`config.mk`:
```
export PLATFORM = sky130hd
export DESIGN_NAME = dispense_sequencer
export DESIGN_NICKNAME = d
export VERILOG_FILES = /design/src/rtl/dispense_pkg.sv /design/src/rtl/step_pulse_gen.sv /design/src/rtl/dispense_sequencer.sv
export SDC_FILE = /design/constraint.sdc
export NUM_CORES = 1
export LEC_CHECK = 0
export BUFFER_PORTS_ARGS = -buffer_cell sky130_fd_sc_hd__buf_2
export CAP_MARGIN = 0
export CORE_ASPECT_RATIO = 0.5
export CORE_MARGIN = 3
export CORE_UTILIZATION = 55
export CTS_CLUSTER_DIAMETER = 120
export DETAILED_ROUTE_END_ITERATION = 8
export GPL_ROUTABILITY_DRIVEN = 0
export GPL_TIMING_DRIVEN = 0
export PLACE_DENSITY = 0.83
export SLEW_MARGIN = 15
export SYNTH_ARGS = -nofsm -noshare
export SYNTH_HDL_FRONTEND = slang
export SYNTH_SLANG_ARGS = --single-unit
```
`constraint.sdc`:
```
create_clock -name clk -period 2.18 [get_ports clk]
set_input_delay 0.545 -clock clk [delete_from_list [all_inputs] [get_ports clk]]
set_output_delay 0.545 -clock clk [all_outputs]
set_load 0.03 [all_outputs]
```
`src/rtl/dispense_pkg.sv`:
```
`default_nettype none
// ============================================================================
// Module      : dispense_pkg
// Description : Shared types and constants for the candy dispense sequencer.
//               Holds the sequencer state encoding, the amount codes sent by
//               the Pi, the DC H-bridge idle/run encodings and small helpers.
//               With DISPENSE_TIMEOUT_EN defined, the FAULT state also exists.
// Revision    : 1.0 - initial release
// ============================================================================
package dispense_pkg;

    typedef enum logic [2:0] {
        ST_IDLE   = 3'd0,
        ST_SPINUP = 3'd1,
        ST_STEP   = 3'd2,
        ST_SETTLE = 3'd3,
        ST_DONE   = 3'd4,
        ST_ERROR  = 3'd5
`ifdef DISPENSE_TIMEOUT_EN
        ,
        ST_FAULT  = 3'd6
`endif
    } state_t;

    // Amount codes presented by the Pi
    localparam logic [1:0] AMT_SMALL   = 2'b00;
    localparam logic [1:0] AMT_MED     = 2'b01;
    localparam logic [1:0] AMT_LARGE   = 2'b10;
    localparam logic [1:0] AMT_INVALID = 2'b11;

    // DC H-bridge encodings as {IN1, IN2}
    localparam logic [1:0] MOTOR_IDLE = 2'b01;
    localparam logic [1:0] MOTOR_RUN  = 2'b10;

    // States in which the agitator motor spins and busy is reported
    function automatic logic is_running(input state_t s);
        return (s == ST_SPINUP) || (s == ST_STEP) || (s == ST_SETTLE);
    endfunction

    function automatic int max3(input int a, input int b, input int c);
        int m;
        m = (a > b) ? a : b;
        return (m > c) ? m : c;
    endfunction

endpackage
`default_nettype wire

```
`src/rtl/step_pulse_gen.sv`:
```
`default_nettype none
// ============================================================================
// Module      : step_pulse_gen
// Description : Stepper pulse timing. While i_start is high, a period counter
//               runs 0..STEP_DIV-1 and a pulse counter advances at each period
//               wrap. o_done pulses in the last cycle of the i_target-th
//               period. Both counters clear whenever i_start is low.
//               o_step_nxt is the step level for the cycle following the
//               coming clock edge, so the parent can register step_o in step
//               with its own next-state decode.
// Ports       : clk, rst        - clock, synchronous active-high reset
//               i_start         - run enable (parent is in its STEP state)
//               i_target        - number of step pulses to issue
//               o_step_nxt      - step level for next cycle
//               o_done          - final cycle of the last period
// Revision    : 1.0 - initial release
// ============================================================================
module step_pulse_gen #(
    parameter int STEP_DIV  = 4000,
    parameter int STEP_HIGH = 2000,
    parameter int TGT_W     = 10
) (
    input  logic             clk,
    input  logic             rst,
    input  logic             i_start,
    input  logic [TGT_W-1:0] i_target,
    output logic             o_step_nxt,
    output logic             o_done
);

    localparam int                 c_PER_W    = (STEP_DIV > 1) ? $clog2(STEP_DIV) : 1;
    localparam logic [c_PER_W-1:0] c_PER_LAST = c_PER_W'(STEP_DIV - 1);
    localparam logic [c_PER_W-1:0] c_HIGH     = c_PER_W'(STEP_HIGH);
    localparam logic [c_PER_W-1:0] c_PER_ONE  = c_PER_W'(1);
    localparam logic [TGT_W-1:0]   c_TGT_ONE  = TGT_W'(1);

    logic [c_PER_W-1:0] r_period_q;
    logic [c_PER_W-1:0] w_period_d;
    logic [TGT_W-1:0]   r_pulse_q;
    logic [TGT_W-1:0]   w_pulse_d;
    logic               w_wrap;

    always_comb begin
        w_wrap     = i_start && (r_period_q == c_PER_LAST);
        o_done     = w_wrap && (r_pulse_q == (i_target - c_TGT_ONE));
        w_period_d = '0;
        w_pulse_d  = '0;
        if (i_start && !w_wrap) begin
            w_period_d = r_period_q + c_PER_ONE;
            w_pulse_d  = r_pulse_q;
        end else if (w_wrap && !o_done) begin
            // New period starts at 0; pulse count stops at target, never wraps
            w_pulse_d = r_pulse_q + c_TGT_ONE;
        end
        // Entering or continuing a run, the next period index is w_period_d
        o_step_nxt = (w_period_d < c_HIGH);
    end

    always_ff @(posedge clk) begin
        if (rst) begin
            r_period_q <= '0;
            r_pulse_q  <= '0;
        end else begin
            r_period_q <= w_period_d;
            r_pulse_q  <= w_pulse_d;
        end
    end

endmodule
`default_nettype wire

```
`src/rtl/dispense_sequencer.sv`:
```
`default_nettype none
// ============================================================================
// Module      : dispense_sequencer
// Description : Runs one candy dispense per Pi request: DC agitator spin-up,
//               an exact number of stepper pulses for the requested amount,
//               a settle period, then a level handshake back to the Pi.
//               Optional feature macro: DISPENSE_TIMEOUT_EN - a handshake left
//               high for TIMEOUT_CYC cycles moves to FAULT (err_o=1).
// Ports       : clk, rst      - clock, synchronous active-high reset
//               candy_req     - async level request from the Pi
//               amount        - async amount code, taken on acceptance
//               dc_pwm_i      - upstream DC PWM waveform
//               step_o        - stepper step pulse
//               step_dir_o    - stepper direction (fixed dispense direction)
//               dc_in1_o/in2  - DC H-bridge inputs
//               dc_pwm_o      - gated DC PWM enable
//               handshake_o   - dispense complete
//               busy_o        - sequence in progress
//               err_o         - invalid amount or fault
// Revision    : 1.0 - initial release
// ============================================================================
module dispense_sequencer
    import dispense_pkg::*;
#(
    parameter int STEP_DIV    = 4000,
    parameter int STEP_HIGH   = 2000,
    parameter int STEPS_SMALL = 200,
    parameter int STEPS_MED   = 400,
    parameter int STEPS_LARGE = 600,
    parameter int SPINUP_CYC  = 208000,
    parameter int SETTLE_CYC  = 104000,
    parameter int TIMEOUT_CYC = 2080000
) (
    input  logic       clk,
    input  logic       rst,
    input  logic       candy_req,
    input  logic [1:0] amount,
    input  logic       dc_pwm_i,
    output logic       step_o,
    output logic       step_dir_o,
    output logic       dc_in1_o,
    output logic       dc_in2_o,
    output logic       dc_pwm_o,
    output logic       handshake_o,
    output logic       busy_o,
    output logic       err_o
);

    localparam int c_TGT_W  = $clog2(max3(STEPS_SMALL, STEPS_MED, STEPS_LARGE) + 1);
    localparam int c_PH_W   = $clog2(max3(SPINUP_CYC, SETTLE_CYC, TIMEOUT_CYC) + 1);

    localparam logic [c_TGT_W-1:0] c_TGT_SMALL   = c_TGT_W'(STEPS_SMALL);
    localparam logic [c_TGT_W-1:0] c_TGT_MED     = c_TGT_W'(STEPS_MED);
    localparam logic [c_TGT_W-1:0] c_TGT_LARGE   = c_TGT_W'(STEPS_LARGE);
    localparam logic [c_PH_W-1:0]  c_SPIN_LAST   = c_PH_W'(SPINUP_CYC - 1);
    localparam logic [c_PH_W-1:0]  c_SETTLE_LAST = c_PH_W'(SETTLE_CYC - 1);
    localparam logic [c_PH_W-1:0]  c_PH_ONE      = c_PH_W'(1);
`ifdef DISPENSE_TIMEOUT_EN
    localparam logic [c_PH_W-1:0]  c_TO_LAST     = c_PH_W'(TIMEOUT_CYC - 1);
`endif

    // Synchronizers
    logic       r_req_meta_q;
    logic       r_req_s_q;
    logic [1:0] r_amt_meta_q;
    logic [1:0] r_amt_s_q;

    // Sequencer state and counters
    state_t             r_state_q;
    state_t             w_state_d;
    logic [c_PH_W-1:0]  r_phase_q;
    logic [c_PH_W-1:0]  w_phase_d;
    logic [c_TGT_W-1:0] r_target_q;
    logic [c_TGT_W-1:0] w_target_d;

    // Registered outputs
    logic r_step_q,   w_step_d;
    logic r_dc_in1_q, w_dc_in1_d;
    logic r_dc_in2_q, w_dc_in2_d;
    logic r_pwm_en_q, w_pwm_en_d;
    logic r_hs_q,     w_hs_d;
    logic r_busy_q,   w_busy_d;
    logic r_err_q,    w_err_d;

    logic       w_step_nxt;
    logic       w_step_done;
    logic       w_run;
    logic [1:0] w_motor;

    step_pulse_gen #(
        .STEP_DIV  (STEP_DIV),
        .STEP_HIGH (STEP_HIGH),
        .TGT_W     (c_TGT_W)
    ) u_step_gen (
        .clk        (clk),
        .rst        (rst),
        .i_start    (r_state_q == ST_STEP),
        .i_target   (r_target_q),
        .o_step_nxt (w_step_nxt),
        .o_done     (w_step_done)
    );

    // Next-state logic. The phase counter clears on every state change and
    // times SPINUP, SETTLE and (optionally) the DONE dwell.
    always_comb begin
        w_state_d  = r_state_q;
        w_phase_d  = '0;
        w_target_d = r_target_q;
        case (r_state_q)
            ST_IDLE: begin
                if (r_req_s_q) begin
                    case (r_amt_s_q)
                        AMT_SMALL: begin w_target_d = c_TGT_SMALL; w_state_d = ST_SPINUP; end
                        AMT_MED:   begin w_target_d = c_TGT_MED;   w_state_d = ST_SPINUP; end
                        AMT_LARGE: begin w_target_d = c_TGT_LARGE; w_state_d = ST_SPINUP; end
                        default:   w_state_d = ST_ERROR;
                    endcase
                end
            end
            ST_SPINUP: begin
                if (!r_req_s_q)                    w_state_d = ST_IDLE;
                else if (r_phase_q == c_SPIN_LAST) w_state_d = ST_STEP;
                else                               w_phase_d = r_phase_q + c_PH_ONE;
            end
            ST_STEP: begin
                if (!r_req_s_q)       w_state_d = ST_IDLE;
                else if (w_step_done) w_state_d = ST_SETTLE;
            end
            ST_SETTLE: begin
                if (!r_req_s_q)                      w_state_d = ST_IDLE;
                else if (r_phase_q == c_SETTLE_LAST) w_state_d = ST_DONE;
                else                                 w_phase_d = r_phase_q + c_PH_ONE;
            end
            ST_DONE: begin
                if (!r_req_s_q)                  w_state_d = ST_IDLE;
`ifdef DISPENSE_TIMEOUT_EN
                else if (r_phase_q == c_TO_LAST) w_state_d = ST_FAULT;
                else                             w_phase_d = r_phase_q + c_PH_ONE;
`endif
            end
            ST_ERROR: begin
                if (!r_req_s_q) w_state_d = ST_IDLE;
            end
`ifdef DISPENSE_TIMEOUT_EN
            ST_FAULT: begin
                if (!r_req_s_q) w_state_d = ST_IDLE;
            end
`endif
            default: w_state_d = ST_IDLE;
        endcase
    end

    // Outputs decode the next state so they are registered alongside it
    always_comb begin
        w_run      = is_running(w_state_d);
        w_motor    = w_run ? MOTOR_RUN : MOTOR_IDLE;
        w_dc_in1_d = w_motor[1];
        w_dc_in2_d = w_motor[0];
        w_pwm_en_d = w_run;
        w_busy_d   = w_run;
        w_step_d   = (w_state_d == ST_STEP) && w_step_nxt;
        w_hs_d     = (w_state_d == ST_DONE);
`ifdef DISPENSE_TIMEOUT_EN
        w_err_d    = (w_state_d == ST_ERROR) || (w_state_d == ST_FAULT);
`else
        w_err_d    = (w_state_d == ST_ERROR);
`endif
    end

    always_ff @(posedge clk) begin
        if (rst) begin
            r_req_meta_q <= 1'b0;
            r_req_s_q    <= 1'b0;
            r_amt_meta_q <= 2'b00;
            r_amt_s_q    <= 2'b00;
            r_state_q    <= ST_IDLE;
            r_phase_q    <= '0;
            r_target_q   <= '0;
            r_step_q     <= 1'b0;
            r_dc_in1_q   <= MOTOR_IDLE[1];
            r_dc_in2_q   <= MOTOR_IDLE[0];
            r_pwm_en_q   <= 1'b0;
            r_hs_q       <= 1'b0;
            r_busy_q     <= 1'b0;
            r_err_q      <= 1'b0;
        end else begin
            // Two-flop synchronizers for the asynchronous Pi inputs
            r_req_meta_q <= candy_req;
            r_req_s_q    <= r_req_meta_q;
            r_amt_meta_q <= amount;
            r_amt_s_q    <= r_amt_meta_q;
            r_state_q    <= w_state_d;
            r_phase_q    <= w_phase_d;
            r_target_q   <= w_target_d;
            r_step_q     <= w_step_d;
            r_dc_in1_q   <= w_dc_in1_d;
            r_dc_in2_q   <= w_dc_in2_d;
            r_pwm_en_q   <= w_pwm_en_d;
            r_hs_q       <= w_hs_d;
            r_busy_q     <= w_busy_d;
            r_err_q      <= w_err_d;
        end
    end

    assign step_o      = r_step_q;
    assign step_dir_o  = 1'b0;
    assign dc_in1_o    = r_dc_in1_q;
    assign dc_in2_o    = r_dc_in2_q;
    assign dc_pwm_o    = r_pwm_en_q & dc_pwm_i;
    assign handshake_o = r_hs_q;
    assign busy_o      = r_busy_q;
    assign err_o       = r_err_q;

endmodule
`default_nettype wire

```
==> results by group, run 1 <==
Outcome
  • Status: complete, but fails checks
  • Failing checks: negative setup slack

Layout
  • Final design instance area without fill: 3700 µm²
  • Area Growth Syn to Fin: 17.3%
  • Fillers: 369
  • Share of layout cells above drive strength 1: 0.164
  • Commonest non-fill, non-tap cell in the layout: dfxtp_1
  • Commonest cells after routing, fill and taps aside: dfxtp_1 (60), nor2_1 (51), nand2_1 (36), xnor2_1 (29), nand3_1 (16)
  • Antenna fix cells: 0
  • Final nets: 414

Place
  • Placed Instance Area: 3300 µm²
  • DP HPWL: 4.45 mm
  • Port bufs: 11

Global route
  • Met2 Track Usage GR: 0.394
  • GRT Util Overall: 0.220
  • Met3 GRT Util: 0.0591
  • Global-route wire length before repair: 11.8 mm
  • Grt ovf: 0
  • Largest net degree at the start of global routing: 13
  • Vias in the first global route: 2671
  • Initial antenna violation count: 0
  • Most Used Layer, Global Route: met2
  • GR Layer Usage met1: 0.257

Power and ir drop
  • Sw frac: 0.220
  • VDD IR-drop max: 0.503 mV
  • Combinational Power Share: 0.027
  • Pleak: 1.24 nW
  • Net switching power figure: 0.000580 W
  • Clk pwr share: 0.537
  • P_int: 0.00206 W
  • Sequential share of power: 0.436
  • P per Cell Area: 712 nW/µm²

Route
  • Post-Route WL: 7.00 mm
  • Vias/cell: 5.78
  • Residual DRC: 0
  • First-pass DRT Iterations: 6
  • Routed length per instance: 14.8 µm
  • Via count: 2734
  • Antenna-violating nets left: 0
  • DR iter-0 viols: 178

Synth
  • Synth warn: 0
  • Mapped cell area: 3160 µm²
  • Top_reg_cell synth: dfxtp_1
  • Post-synthesis cell count: 372
  • Yosys cell types: 54
  • Net count after synthesis: 388
  • Share of flip-flops with an asynchronous set or reset: 0
  • Register area share after synthesis: 0.393
  • Number of synthesized flops with an enable pin: 0
  • #FFs+latches synth: 62
  • Syn_area_per_cell: 8.48 µm²

Worst setup path
  • Worst EP arrival: 2.44 ns
  • Worst-path fanout max: 5
  • Setup CP Type: flop to flop
  • Worst Path Required: 2.40 ns
  • Worst Setup Start Kind: flop
  • Worst setup EP type: flop

Worst hold path
  • Worst Hold Class: primary input to flop

Floorplanning
  • Num ports: 14
  • Placement row count: 18
  • Die area: 6740 µm²
  • Initial Util: 0.604
  • Die span in y: 59.6 µm
  • Core Box Area: 5230 µm²
  • Die Width: 113 µm

Timing
  • Minimum clock period: 2.22 ns
  • Final hold viol count: 0
  • Fin crit share: 1.02
  • RSZ-0062 raised after global routing: true
  • Slew margin rel.: 0.662
  • Worst Tran Pin Value: 0.503 ns
  • Max-slew violation count: 0
  • Final Setup Violations: 7
  • F_max: 450 MHz
  • Setup Skew: 0.00615 ns
  • Final setup margin: -0.0400 ns
  • Hold slack: 0.418 ns

Job
  • Max Cap Viol: 0

Clock tree
  • Max H-tree Level: 3
  • Clk slew on worst S/H paths: 0.06 ns
  • Clk root buf: clkbuf_16
  • CTS Sinks: 62
  • Clk buf depth: 2
  • TritonCTS clock tree: yes
  • CTS Buf Count: 9
  • Skew-Pair Late Insertion Delay: 0.33 ns
-- stage by stage --
stage	total power (W)	util	setup WS, ns	setup TNS, ns	std cells
floorplan	0.00122	-	0.0145	0	372
global placement	0.00123	0.632	-0.0919	-0.551	453
detailed placement	0.00124	0.632	-0.145	-1.29	453
CTS	0.00264	0.701	-0.0249	-0.0957	472
global route	0.00271	0.709	-0.191	-0.907	473
finish	0.00264	0.709	-0.0400	-0.149	473
-- metal layers --
metal  vias to the layer above  share of wire
li1                       1342              -
met5                         -              0
met1                      1319           0.44
met3                        15          0.050
met2                        58           0.50
met4                         0          0.014
-- cells in the mapped netlist (4+ instances only) --
cell       n  area, µm²
and2_1     6       37.5
inv_1     14       52.6
o21ai_0   14       70.1
nor3_1     8       40.0
xnor2_1   29        254
clkbuf_1   8       30.0
a21oi_1    9       45.0
nand2_1   36        135
nor4_1     9       56.3
and3_1     5       31.3
nor2b_1    9       56.3
nor3b_1    8       60.1
ha_1      10        125
dfxtp_1   62       1240
nand3_1   16       80.1
a211oi_1   4       30.0
xor2_1     9       78.8
nor2_1    52        195
nand4_1    8       50.1
-- registers in the layout (all words and copies together) (netlist names) --
name and cells:
r_req_s_q 1, r_amt_meta_q 2, step_o 1, r_phase_q 21, r_state_q 3, u_step_gen.r_pulse_q 10
dc_in2_o 1, r_amt_s_q 2, u_step_gen.r_period_q 12, err_o 1, r_req_meta_q 1, handshake_o 1
r_target_q 5, dc_in1_o 1
-- worst paths after layout --
| kind | end | slack [ns] | from | depth (start not counted) |
|---|---|---|---|---|
| min reg2reg | r_amt_s_q[0] | 0.44 | r_amt_meta_q[0] | 1 |
| min | r_amt_meta_q[0] | 0.42 | amount[0] | 2 |
| max reg2reg | u_step_gen.r_pulse_q[2] | -0.04 | r_target_q[4] | 7 |
| max | u_step_gen.r_pulse_q[2] | -0.04 | r_target_q[4] | 7 |
-- critical path: stages, from the launching register on --
cell and delay (ns):
dfxtp_4 0.37, inv_2 0.05, ha_4 0.23, xnor2_1 0.13
or4_4 0.52, or4_4 0.44, or3b_4 0.29, o21ai_1 0.08
-- power by group through the flow --
stage	combinational [W]	sequential (W)	clock, W
3_3_place_gp	0.0000589	0.00118	0
6_report	0.0000707	0.00115	0.00142
2_1_floorplan	0.0000463	0.00118	0
4_1_cts	0.0000698	0.00115	0.00142
3_5_place_dp	0.0000612	0.00118	0
5_1_grt	0.0000792	0.00115	0.00148
-- what timing repair did --
action                     4_1_cts  5_1_grt
gates resized for setup         13        8
cloned                           0        0
setup endpoints to repair       14       44
setup buffers                    3        1
pin swaps                        0        1
hold buffers                     0        0
-- logic make-up after synthesis --
kind of cell               count (synthesis)  share of synthesized area
other                                      1                    0.00119
and+or+nand+nor                          186                      0.319
muxes                                      2                    0.00634
adders and majority gates                 10                     0.0397
xor gates and xnor gates                  38                      0.105
DFF                                       62                      0.393
buffers and inverters                     30                     0.0464
AOI/OAI and AO/OA                         43                     0.0888
-- area by class of cell --
class                      instances  area, µm²  area share
timing repair buffer              15       88.8      0.0240
sequential                        62       1250       0.337
buffer                            16       93.8      0.0253
multi-input combinational        280       1830       0.494
tap                               70       87.6      0.0237
clock buffer                       9        225      0.0608
clock inverter                     7       75.1      0.0203
inverter                          14       55.1      0.0149
No activity file was read; power rests on OpenSTA's default activity.
==> run 2: changes to the inputs <==
- CELL_PAD_IN_SITES_DETAIL_PLACEMENT: not set -> 1
- CELL_PAD_IN_SITES_GLOBAL_PLACEMENT: not set -> 1
- CORE_UTILIZATION: 55 -> 42
==> run 2 against run 1 <==
The run still ends with negative setup slack left. Wire length is 19% higher. Largest cell class unchanged. Cell count is 4.0% higher. Total power is 5.7% higher.
==> results by group, run 2 (synthesized netlist as in run 1, its figures left out) <==
Clock tree
  • Max H-tree Level: 3 (unchanged)
  • Clk root buf: clkbuf_16
  • CTS Sinks: 62 (unchanged)
  • Skew-Pair Late Insertion Delay: 0.34 ns (about the same)
  • Clk slew on worst S/H paths: 0.05 ns (about the same)
  • CTS Buf Count: 9 (unchanged)
  • TritonCTS clock tree: yes
  • Clk buf depth: 2 (unchanged)

Floorplanning
  • Die area: 8650 µm² (+28%)
  • Initial Util: 0.451 (-0.152)
  • Die Width: 129 µm (+14%)
  • Die span in y: 67.3 µm (+13%)
  • Core Box Area: 6990 µm² (+34%)
  • Placement row count: 21 (+3)
  • Num ports: 14 (unchanged)

Layout
  • Final nets: 412 (-0.48%)
  • Commonest non-fill, non-tap cell in the layout: dfxtp_1
  • Flip-flop count of the largest register after layout: 21 (unchanged)
  • Antenna fix cells: 0 (unchanged)
  • Fillers: 821 (+120%)
  • Non-Filler Instances: 492 (+4.0%)
  • Share of layout cells above drive strength 1: 0.183 (+0.0187)
  • Top flop regs: r_phase_q x21, u_step_gen.r_period_q x12, u_step_gen.r_pulse_q x10
  • Commonest cells after routing, fill and taps aside: dfxtp_1 (59), nor2_1 (51), nand2_1 (36), xnor2_1 (28), nand3_1 (15)
  • Final design instance area without fill: 3780 µm² (+2.1%)
  • Area Growth Syn to Fin: 19.8%
  • Biggest register: r_phase_q

Timing
  • Max-slew violation count: 0 (unchanged)
  • Final setup margin: -0.107 ns (-0.0667 ns)
  • Final hold viol count: 0 (unchanged)
  • Slew margin rel.: 0.621 (-0.0408)
  • Final Setup Violations: 8 (+1)
  • RSZ-0062 raised after global routing: true
  • Minimum clock period: 2.29 ns (+0.0667 ns)
  • Fin crit share: 1.05 (+0.0306)
  • Worst Tran Pin Value: 0.563 ns (+0.0606 ns)
  • Setup Skew: 0.00887 ns (+0.00272 ns)
  • F_max: 437 MHz (-2.9%)

Worst setup path
  • Most used cell, CP: or4_4
  • Worst setup EP type: flop
  • R2r startpoint: r_target_q[6]
  • CP max stage delay: 0.51 ns (about the same)
  • Worst r2r dst: u_step_gen.r_pulse_q[2]
  • CP Cell Sequence: inv_4 -> ha_4 -> xnor2_1 -> or4_4 -> or4_4 -> or3b_4 -> o21ai_1
  • Worst Path Required: 2.40 ns (about the same)
  • Delay-heaviest family, CP: simple AND/OR/NAND/NOR gates
  • Depth of the worst register-to-register path: 7 (unchanged)
  • WP buf/inv: 1 (unchanged)
  • Worst EP arrival: 2.50 ns (+0.06 ns)
  • Slowest stage cell, crit path: or4_4
  • Setup CP Type: flop to flop
  • R2R Setup Slk: -0.11 ns (-0.07 ns)
  • Worst Setup Start Kind: flop
  • Worst-path fanout max: 5 (unchanged)

Route
  • Routed length per instance: 16.9 µm (+14%)
  • Antenna-violating nets left: 0 (unchanged)
  • Via count: 2738 (+0.15%)
  • Post-Route WL: 8.32 mm (+19%)
  • DR iter-0 viols: 164 (-7.9%)
  • First-pass DRT Iterations: 4 (-2)
  • Residual DRC: 0 (unchanged)
  • Vias/cell: 5.57 (-3.7%)

Global route
  • Largest net degree at the start of global routing: 11 (-2)
  • Global-route wire length before repair: 13.8 mm (+17%)
  • Grt ovf: 0 (unchanged)
  • Initial antenna violation count: 0 (unchanged)
  • GRT Util Overall: 0.205 (-0.0142)
  • Vias in the first global route: 2816 (+5.4%)

Worst hold path
  • Hold Crit Start: amount[0]
  • Worst Hold Class: primary input to flop
  • Hold EP: r_amt_meta_q[0]
  • Hold path cells: 2 (unchanged)

Power and ir drop
  • VDD IR-drop max: 0.303 mV (-40%)
  • P per Cell Area: 737 nW/µm² (+3.5%)
  • Pleak: 1.27 nW (+2.5%)
  • Total Power: 0.00279 W (+5.7%)

Place
  • DP HPWL: 5.26 mm (+18%)
  • Port bufs: 11 (unchanged)
  • Placed Cells: 475 (+4.9%)
  • DP Worst Slack: -0.174 ns (-0.0286 ns)
  • Placed Instance Area: 3330 µm² (+0.83%)

Job
  • Max Cap Viol: 0 (unchanged)

Outcome
  • Status: complete, but fails checks
  • Failing checks: negative setup slack
-- run 2: changes by cell type in the layout (fill, tap and decap cells not counted), sizes merged --
cell / change
buf: -1
bufinv: +1
clkbuf: +1
clkinv: -1
clkinvlp: -3
-- run 2: per-stage QoR --
stage	setup TNS [ns]	hold slack (ns)	util
after floorplan	0	0.414	-
after global placement	-0.695	0.423	0.477
after detailed placement	-1.51	0.428	0.477
after CTS	-0.381	0.411	0.532
after global routing	-1.87	0.419	0.541
final	-0.481	0.420	0.541
-- run 2: final cells by class --
type	instances	area (µm²)	area share
Buffer	15	95.1	0.0251
Inverter	14	55.1	0.0146
Timing Repair Buffer	14	77.6	0.0205
Clock buffer	11	253	0.0668
Sequential cell	62	1250	0.331
Clock inverter	4	70.1	0.0185
Tap cell	92	115	0.0304
Multi-Input combinational cell	280	1870	0.493
-- run 2: worst max-delay path by stage --
stage,cells past startpoint,startpoint,to,slack (ns)
6_report,7,r_target_q[6],u_step_gen.r_pulse_q[2],-0.11
5_1_grt,7,r_target_q[6],u_step_gen.r_pulse_q[2],-0.17
3_3_place_gp,7,r_target_q[6],u_step_gen.r_pulse_q[3],-0.09
3_5_place_dp,7,r_target_q[6],u_step_gen.r_pulse_q[3],-0.17
4_1_cts,7,r_target_q[6],u_step_gen.r_pulse_q[1],-0.08
2_1_floorplan,7,r_target_q[6],u_step_gen.r_pulse_q[2],0.01
-- run 2: worst reg2reg max path, delay by kind of cell, from the launching register on --
kind	cells	cell delay [ns]
AOI/OAI and AO/OA	1	0.09
xor gates and xnor gates	1	0.11
adders and majority gates	1	0.23
buffers and inverters	1	0.05
DFF	1	0.36
and+or+nand+nor	3	1.32
-- run 2: per-layer routing --
metal  vias up  part of all wire  track usage
met5         -                 0            0
met4         0             0.017       0.0707
met3        19             0.044       0.0569
met2        46              0.48        0.359
met1      1338              0.46        0.247
li1       1335                 -            -
-- run 2: what timing repair did --
item                                    4_1_cts  5_1_grt
gates resized for setup                      17       16
hold buffers                                  0        0
pin swaps                                     9        2
endpoints found under the setup margin       34       45
buffers inserted                              2        1
-- run 2: power by group --
| group | total [W] | internal [W] | switching (W) |
|---|---|---|---|
| Clock | 0.00156 | 0.00105 | 0.000511 |
| Combinational | 0.0000742 | 0.0000310 | 0.0000431 |
| Sequential | 0.00115 | 0.00114 | 0.00000885 |
